## src/rtl/press_pkg.sv

```systemverilog
// Shared types and helpers for the multi-key press detector.
package press_pkg;

  typedef enum logic [1:0] {
    RELEASED    = 2'd0,
    HOLD_DELAY  = 2'd1,
    HOLD_REPEAT = 2'd2
  } rep_state_t;

  // Bits needed to hold 0..max_val, never less than one.
  function automatic int unsigned cnt_w(input int unsigned max_val);
    int unsigned w;
    w = $clog2(max_val + 1);
    return (w > 1) ? w : 1;
  endfunction

endpackage

```

## src/rtl/press_channel.sv

```systemverilog
// One key channel: synchroniser, debounce, auto-repeat FSM and registered pulses.
module press_channel
  import press_pkg::*;
#(
  parameter int unsigned SYNC_STAGES     = 2,
  parameter int unsigned DEBOUNCE_CYCLES = 4,
  parameter int unsigned REPEAT_DELAY    = 10,
  parameter int unsigned REPEAT_RATE     = 3,
  parameter int unsigned ACTIVE_LOW      = 1
) (
  input  logic i_clock,
  input  logic i_reset_n,
  input  logic i_key,
  input  logic i_repeat_en,
  output logic o_pressed,
  output logic o_press_pulse,
  output logic o_release_pulse,
  output logic o_repeat_pulse
);

  localparam int unsigned DB_W    = cnt_w(DEBOUNCE_CYCLES - 1);
  localparam int unsigned REP_MAX = (REPEAT_DELAY > REPEAT_RATE) ? (REPEAT_DELAY - 1)
                                                                  : (REPEAT_RATE - 1);
  localparam int unsigned REP_W   = cnt_w(REP_MAX);

  localparam logic             IDLE_LVL   = (ACTIVE_LOW != 0);
  localparam logic [DB_W-1:0]  DB_LAST    = DB_W'(DEBOUNCE_CYCLES - 1);
  localparam logic [REP_W-1:0] DELAY_LAST = REP_W'(REPEAT_DELAY - 1);
  localparam logic [REP_W-1:0] RATE_LAST  = REP_W'(REPEAT_RATE - 1);

  logic [SYNC_STAGES-1:0] r_sync;
  logic [DB_W-1:0]        r_db_cnt;
  logic [REP_W-1:0]       r_rep_cnt;
  rep_state_t             r_state;
  logic                   r_pressed;
  logic                   r_press_pulse;
  logic                   r_release_pulse;
  logic                   r_repeat_pulse;

  logic                   w_s;
  logic                   w_differ;
  logic                   w_toggle;
  logic                   w_accept_press;
  logic                   w_accept_release;
  logic [DB_W-1:0]        w_db_cnt_d;
  logic [REP_W-1:0]       w_rep_cnt_d;
  rep_state_t             w_state_d;
  logic                   w_rep_fire;

  // Normalised so that 1 always means "pressed".
  assign w_s              = r_sync[SYNC_STAGES-1] ^ IDLE_LVL;
  assign w_differ         = (w_s != r_pressed);
  assign w_toggle         = w_differ && (r_db_cnt == DB_LAST);
  assign w_accept_press   = w_toggle && !r_pressed;
  assign w_accept_release = w_toggle && r_pressed;
  assign w_db_cnt_d       = (!w_differ || w_toggle) ? '0 : (r_db_cnt + DB_W'(1));

  always_comb begin
    w_state_d   = r_state;
    w_rep_cnt_d = r_rep_cnt;
    w_rep_fire  = 1'b0;
    case (r_state)
      RELEASED: begin
        if (w_accept_press) begin
          w_state_d   = HOLD_DELAY;
          w_rep_cnt_d = '0;
        end
      end
      HOLD_DELAY, HOLD_REPEAT: begin
        if (w_accept_release) begin
          w_state_d   = RELEASED;
          w_rep_cnt_d = '0;
        end else if (!i_repeat_en) begin
          // Disabling repeat forces a full REPEAT_DELAY once re-enabled.
          w_state_d   = HOLD_DELAY;
          w_rep_cnt_d = '0;
        end else if (r_rep_cnt == ((r_state == HOLD_DELAY) ? DELAY_LAST : RATE_LAST)) begin
          w_state_d   = HOLD_REPEAT;
          w_rep_cnt_d = '0;
          w_rep_fire  = 1'b1;
        end else begin
          w_rep_cnt_d = r_rep_cnt + REP_W'(1);
        end
      end
      default: begin
        w_state_d   = RELEASED;
        w_rep_cnt_d = '0;
      end
    endcase
  end

  always_ff @(posedge i_clock or negedge i_reset_n) begin
    if (!i_reset_n) begin
      r_sync          <= {SYNC_STAGES{IDLE_LVL}};
      r_db_cnt        <= '0;
      r_rep_cnt       <= '0;
      r_state         <= RELEASED;
      r_pressed       <= 1'b0;
      r_press_pulse   <= 1'b0;
      r_release_pulse <= 1'b0;
      r_repeat_pulse  <= 1'b0;
    end else begin
      r_sync          <= {r_sync[SYNC_STAGES-2:0], i_key};
      r_db_cnt        <= w_db_cnt_d;
      r_rep_cnt       <= w_rep_cnt_d;
      r_state         <= w_state_d;
      r_pressed       <= r_pressed ^ w_toggle;
      r_press_pulse   <= w_accept_press;
      r_release_pulse <= w_accept_release;
      r_repeat_pulse  <= w_rep_fire;
    end
  end

  assign o_pressed       = r_pressed;
  assign o_press_pulse   = r_press_pulse;
  assign o_release_pulse = r_release_pulse;
  assign o_repeat_pulse  = r_repeat_pulse;

endmodule

```

## src/rtl/press_multi.sv

```systemverilog
// N_KEYS independent debounced key channels with press/release/auto-repeat pulses.
module press_multi
  import press_pkg::*;
#(
  parameter int unsigned N_KEYS          = 4,
  parameter int unsigned SYNC_STAGES     = 2,
  parameter int unsigned DEBOUNCE_CYCLES = 4,
  parameter int unsigned REPEAT_DELAY    = 10,
  parameter int unsigned REPEAT_RATE     = 3,
  parameter int unsigned ACTIVE_LOW      = 1
) (
  input  logic              clock,
  input  logic              reset_n,
  input  logic [N_KEYS-1:0] key,
  input  logic              repeat_en,
  output logic [N_KEYS-1:0] pressed,
  output logic [N_KEYS-1:0] press_pulse,
  output logic [N_KEYS-1:0] release_pulse,
  output logic [N_KEYS-1:0] repeat_pulse
);

  for (genvar g = 0; g < N_KEYS; g++) begin : g_ch
    press_channel #(
      .SYNC_STAGES     (SYNC_STAGES),
      .DEBOUNCE_CYCLES (DEBOUNCE_CYCLES),
      .REPEAT_DELAY    (REPEAT_DELAY),
      .REPEAT_RATE     (REPEAT_RATE),
      .ACTIVE_LOW      (ACTIVE_LOW)
    ) u_channel (
      .i_clock         (clock),
      .i_reset_n       (reset_n),
      .i_key           (key[g]),
      .i_repeat_en     (repeat_en),
      .o_pressed       (pressed[g]),
      .o_press_pulse   (press_pulse[g]),
      .o_release_pulse (release_pulse[g]),
      .o_repeat_pulse  (repeat_pulse[g])
    );
  end

endmodule

```

## config.mk

```make
export PLATFORM = sky130hd
export DESIGN_NAME = press_multi
export DESIGN_NICKNAME = d
export VERILOG_FILES = /design/src/rtl/press_pkg.sv /design/src/rtl/press_channel.sv /design/src/rtl/press_multi.sv
export SDC_FILE = /design/constraint.sdc
export NUM_CORES = 1
export LEC_CHECK = 0
export CELL_PAD_IN_SITES_DETAIL_PLACEMENT = 1
export CELL_PAD_IN_SITES_GLOBAL_PLACEMENT = 1
export CORE_MARGIN = 2
export CORE_UTILIZATION = 49
export CTS_CLUSTER_DIAMETER = 60
export CTS_CLUSTER_SIZE = 16
export DETAILED_ROUTE_END_ITERATION = 10
export PLACE_DENSITY = 0.8
export SLEW_MARGIN = 0
export SYNTH_ARGS = -nofsm -noshare
export SYNTH_HDL_FRONTEND = slang
export SYNTH_HIERARCHICAL = 1
export SYNTH_SLANG_ARGS = --single-unit
```

## constraint.sdc

```tcl
create_clock -name clock -period 4.99 [get_ports clock]
set_clock_uncertainty 0.05 [all_clocks]
set_input_delay 1.497 -clock clock [delete_from_list [all_inputs] [get_ports clock]]
set_output_delay 1.497 -clock clock [all_outputs]
set_load 0.005 [all_outputs]
```

==> flow_summary.toml <==
[floorplanning]
core_area_um2 = 5440
io_pins = 23
die_w_um = 78.5
die_h_um = 78.5
fp-row-count = 27
initial_utilization_pct = 50.0
dieArea_um2 = 6160

[detailed_routing]
first_pass_iters = 4
vias = 1873
wl_per_cell_um = 14.9
drt_iter0_markers = 57
drc = 0
vias_per_cell = 5.37
antenna_left = 0
drt-total-wl_um = 5200

[placed_design]
gp_congestion = 0.738
place_hpwl_um = 3920
numPortBuffers = 22

[min_path]
hold_path.class = "flop to flop"

[synth]
synth_flop_cell = "dfrtp_1"
syn_inst = 246
synth_top_family_by_area = "simple AND/OR/NAND/NOR gates"
synthSimpleGateAreaFrac_pct = 19.7
async_flop_share_pct = 100
synth-compound-area-share_pct = 9.58
ys_types = 31
syn_area_um2 = 2720
synth_warnings = 6
synthXorXnorAreaFrac_pct = 1.29
syn_nets = 281
muxShareOfSynthArea_pct = 1.47
synth_fa_ha_area_share_pct = 12.9
synth-edff-count = 0
syn_avg_cell_area_um2 = 11.0
ys_seq_area_share_pct = 51.9
ys_seq_elements = 56

[clock_network]
clk_pin_slew_worst_paths_ns = 0.10
cts-resized-gates = 0
h-tree-depth = 2
cts_tree = "built"
numCtsBuffers = 5
ctsHoldBuffers = 0
clkSinkCount = 56
cts_buffer_depth = 2
insertion_delay_ns = 0.31
cts-root-buf = "clkbuf_8"
postCtsSetupBuffers = 0

[layout]
area.growth.synth_to_final_pct = 15.0
layout.nets = 311
final_core_util_pct = 57.4
layout-drive-gt1-share_pct = 9.75
antenna_cells = 0

[sta]
fin_tns_setup_ns = 0
post-route-period-util_pct = 58.2
max_freq_ghz = 0.344
hold-worst-slack_ns = 0.310
tightest_slew_ns = 0.527
rsz0062_at_grt = "no"
hold_viol = 0
maxSlewHeadroom_pct = 64.8
maxSlewViolCount = 0
setup_viol = 0
period_needed_ns = 2.91

[global_route]
grt_start_max_net_pins = 35
grt_first_pass_wirelength_um = 9440
antenna_found_initial = 0
grtUsageTotal_pct = 19.3
grt_pass1_vias = 2043
gr-total-overflow = 0

[setup_path]
required_ns = 5.20
crit_end = "g_ch[3].u_channel/r_rep_cnt[0]"
cp-end-kind = "flop"
startpoint = "repeat_en"
slowest_delay_ns = 0.76
crit_fanout = 10
ff2ff_path_depth = 6
worstReg2RegEnd = "g_ch[3].u_channel/r_rep_cnt[0]"
critPathKind = "input pin to flop"
r2r_start = "g_ch[3].u_channel/r_sync[1]"
critPathLaunchType = "input pin"
arrival_ns = 3.11
critPathSlowestCell = "clkdlybuf4s50_1"
r2r_slack_ns = 2.86
cp_cell_sequence = "clkdlybuf4s50_1 > nand3b_2 > or4_1 > nand2_1"

[power_and_ir_drop]
ir_drop_uv = 341
total_power_uw = 1460
power.density_nw_per_um2 = 468
leakage_uw = 0.00147

[run]
cap_violations = 0

[status]
status = "finished, final reports clean"
## worst max-delay path, delay by kind of cell
family	cells	cell delay, ns
AND/OR/NAND/NOR	3	0.86
buffers and inverters	1	0.76
## registers in the layout, summed over array words and instances, names as in the netlist
| name | flops |
|---|---|
| g_ch.u_channel/o_press_pulse | 4 |
| g_ch.u_channel/r_db_cnt | 8 |
| g_ch.u_channel/r_rep_cnt | 16 |
| g_ch.u_channel/o_repeat_pulse | 4 |
| g_ch.u_channel/o_pressed | 4 |
| g_ch.u_channel/r_state | 8 |
| g_ch.u_channel/o_release_pulse | 4 |
| g_ch.u_channel/r_sync | 8 |
## Yosys cell counts, types with 4 or more instances
cell type / number / area share (%)
ha_1: 28 / 13
inv_1: 23 / 3.2
nor3b_1: 8 / 2.2
or4b_4: 4 / 2.0
xor2_1: 4 / 1.3
nand3_1: 7 / 1.3
dfrtp_1: 48 / 44
o21ai_1: 6 / 1.1
nand4b_1: 4 / 1.3
nor2_1: 9 / 1.2
o21bai_1: 4 / 1.1
a21oi_1: 4 / 0.74
nor2b_1: 4 / 0.92
nor3_1: 13 / 2.4
dfstp_2: 8 / 7.7
a21o_1: 6 / 1.7
nand2b_1: 4 / 0.92
o21ai_0: 10 / 1.8
nand2_1: 28 / 3.9
mux2i_1: 4 / 1.5
## layout by cell type, fill, tap and decap left out, drive strengths merged, types with 8 or more instances in the layout
| cell | Yosys | final |
|---|---|---|
| clkdlybuf4s50 | 0 | 21 |
| dfrtp | 48 | 48 |
| dfstp | 8 | 8 |
| ha | 28 | 28 |
| inv | 23 | 23 |
| nand2 | 28 | 28 |
| nor2 | 9 | 9 |
| nor3 | 13 | 13 |
| nor3b | 8 | 8 |
| o21ai | 18 | 18 |
## cells by family (layout without fill, tap and decap cells)
family | after synthesis | after routing
AO/OA/AOI/OAI | 38 | 38
XOR/XNOR | 4 | 4
adder cells (fa/ha/maj) | 28 | 28
buffers and inverters | 23 | 54
flip-flops | 56 | 56
multiplexers | 4 | 4
AND/OR/NAND/NOR | 93 | 93
## layer usage
layer  vias to the layer above  routed length [µm]  track usage (%)
met5                         -                   0                0
met4                         0                  65             6.14
met3                         7                 149             4.25
met2                        24                2540             32.5
met1                       941                2450             24.8
li1                        901                   -                -
## report_power, final
group	total, µW	internal [µW]	switching (µW)
logic	553	251	302
clock network	262	113	149
registers	646	555	90.8
## worst min path at each step
stage / from / endpoint / cells after the start / slack, ns
finish: g_ch[3].u_channel/r_sync[0] / g_ch[3].u_channel/r_sync[1] / 0 / 0.31
detailed placement: g_ch[1].u_channel/r_sync[0] / g_ch[1].u_channel/r_sync[1] / 0 / 0.30
global placement: g_ch[2].u_channel/r_sync[0] / g_ch[2].u_channel/r_sync[1] / 0 / 0.30
floorplan: g_ch[0].u_channel/r_sync[0] / g_ch[0].u_channel/r_sync[1] / 0 / 0.30
CTS: g_ch[0].u_channel/r_sync[0] / g_ch[0].u_channel/r_sync[1] / 0 / 0.31
global route: g_ch[3].u_channel/r_sync[0] / g_ch[3].u_channel/r_sync[1] / 0 / 0.31
## per-stage QoR
step	std cells	setup slack, ns	instance area, µm²
floorplan	246	2.72	2720
global placement	341	1.87	3030
detailed placement	341	1.78	3030
CTS	349	2.11	3120
global route	349	1.94	3120
finish	349	2.08	3120
## final cells by class
| type | count | area [µm²] |
|---|---|---|
| fill | 584 | 2310 |
| sequential | 56 | 1410 |
| multi-input combinational | 167 | 1220 |
| timing repair buffer | 23 | 223 |
| tap | 72 | 90.1 |
| clock buffer | 7 | 86.3 |
| inverter | 23 | 86.3 |
| clock inverter | 1 | 7.51 |
Power figures use the tool's default switching activity.
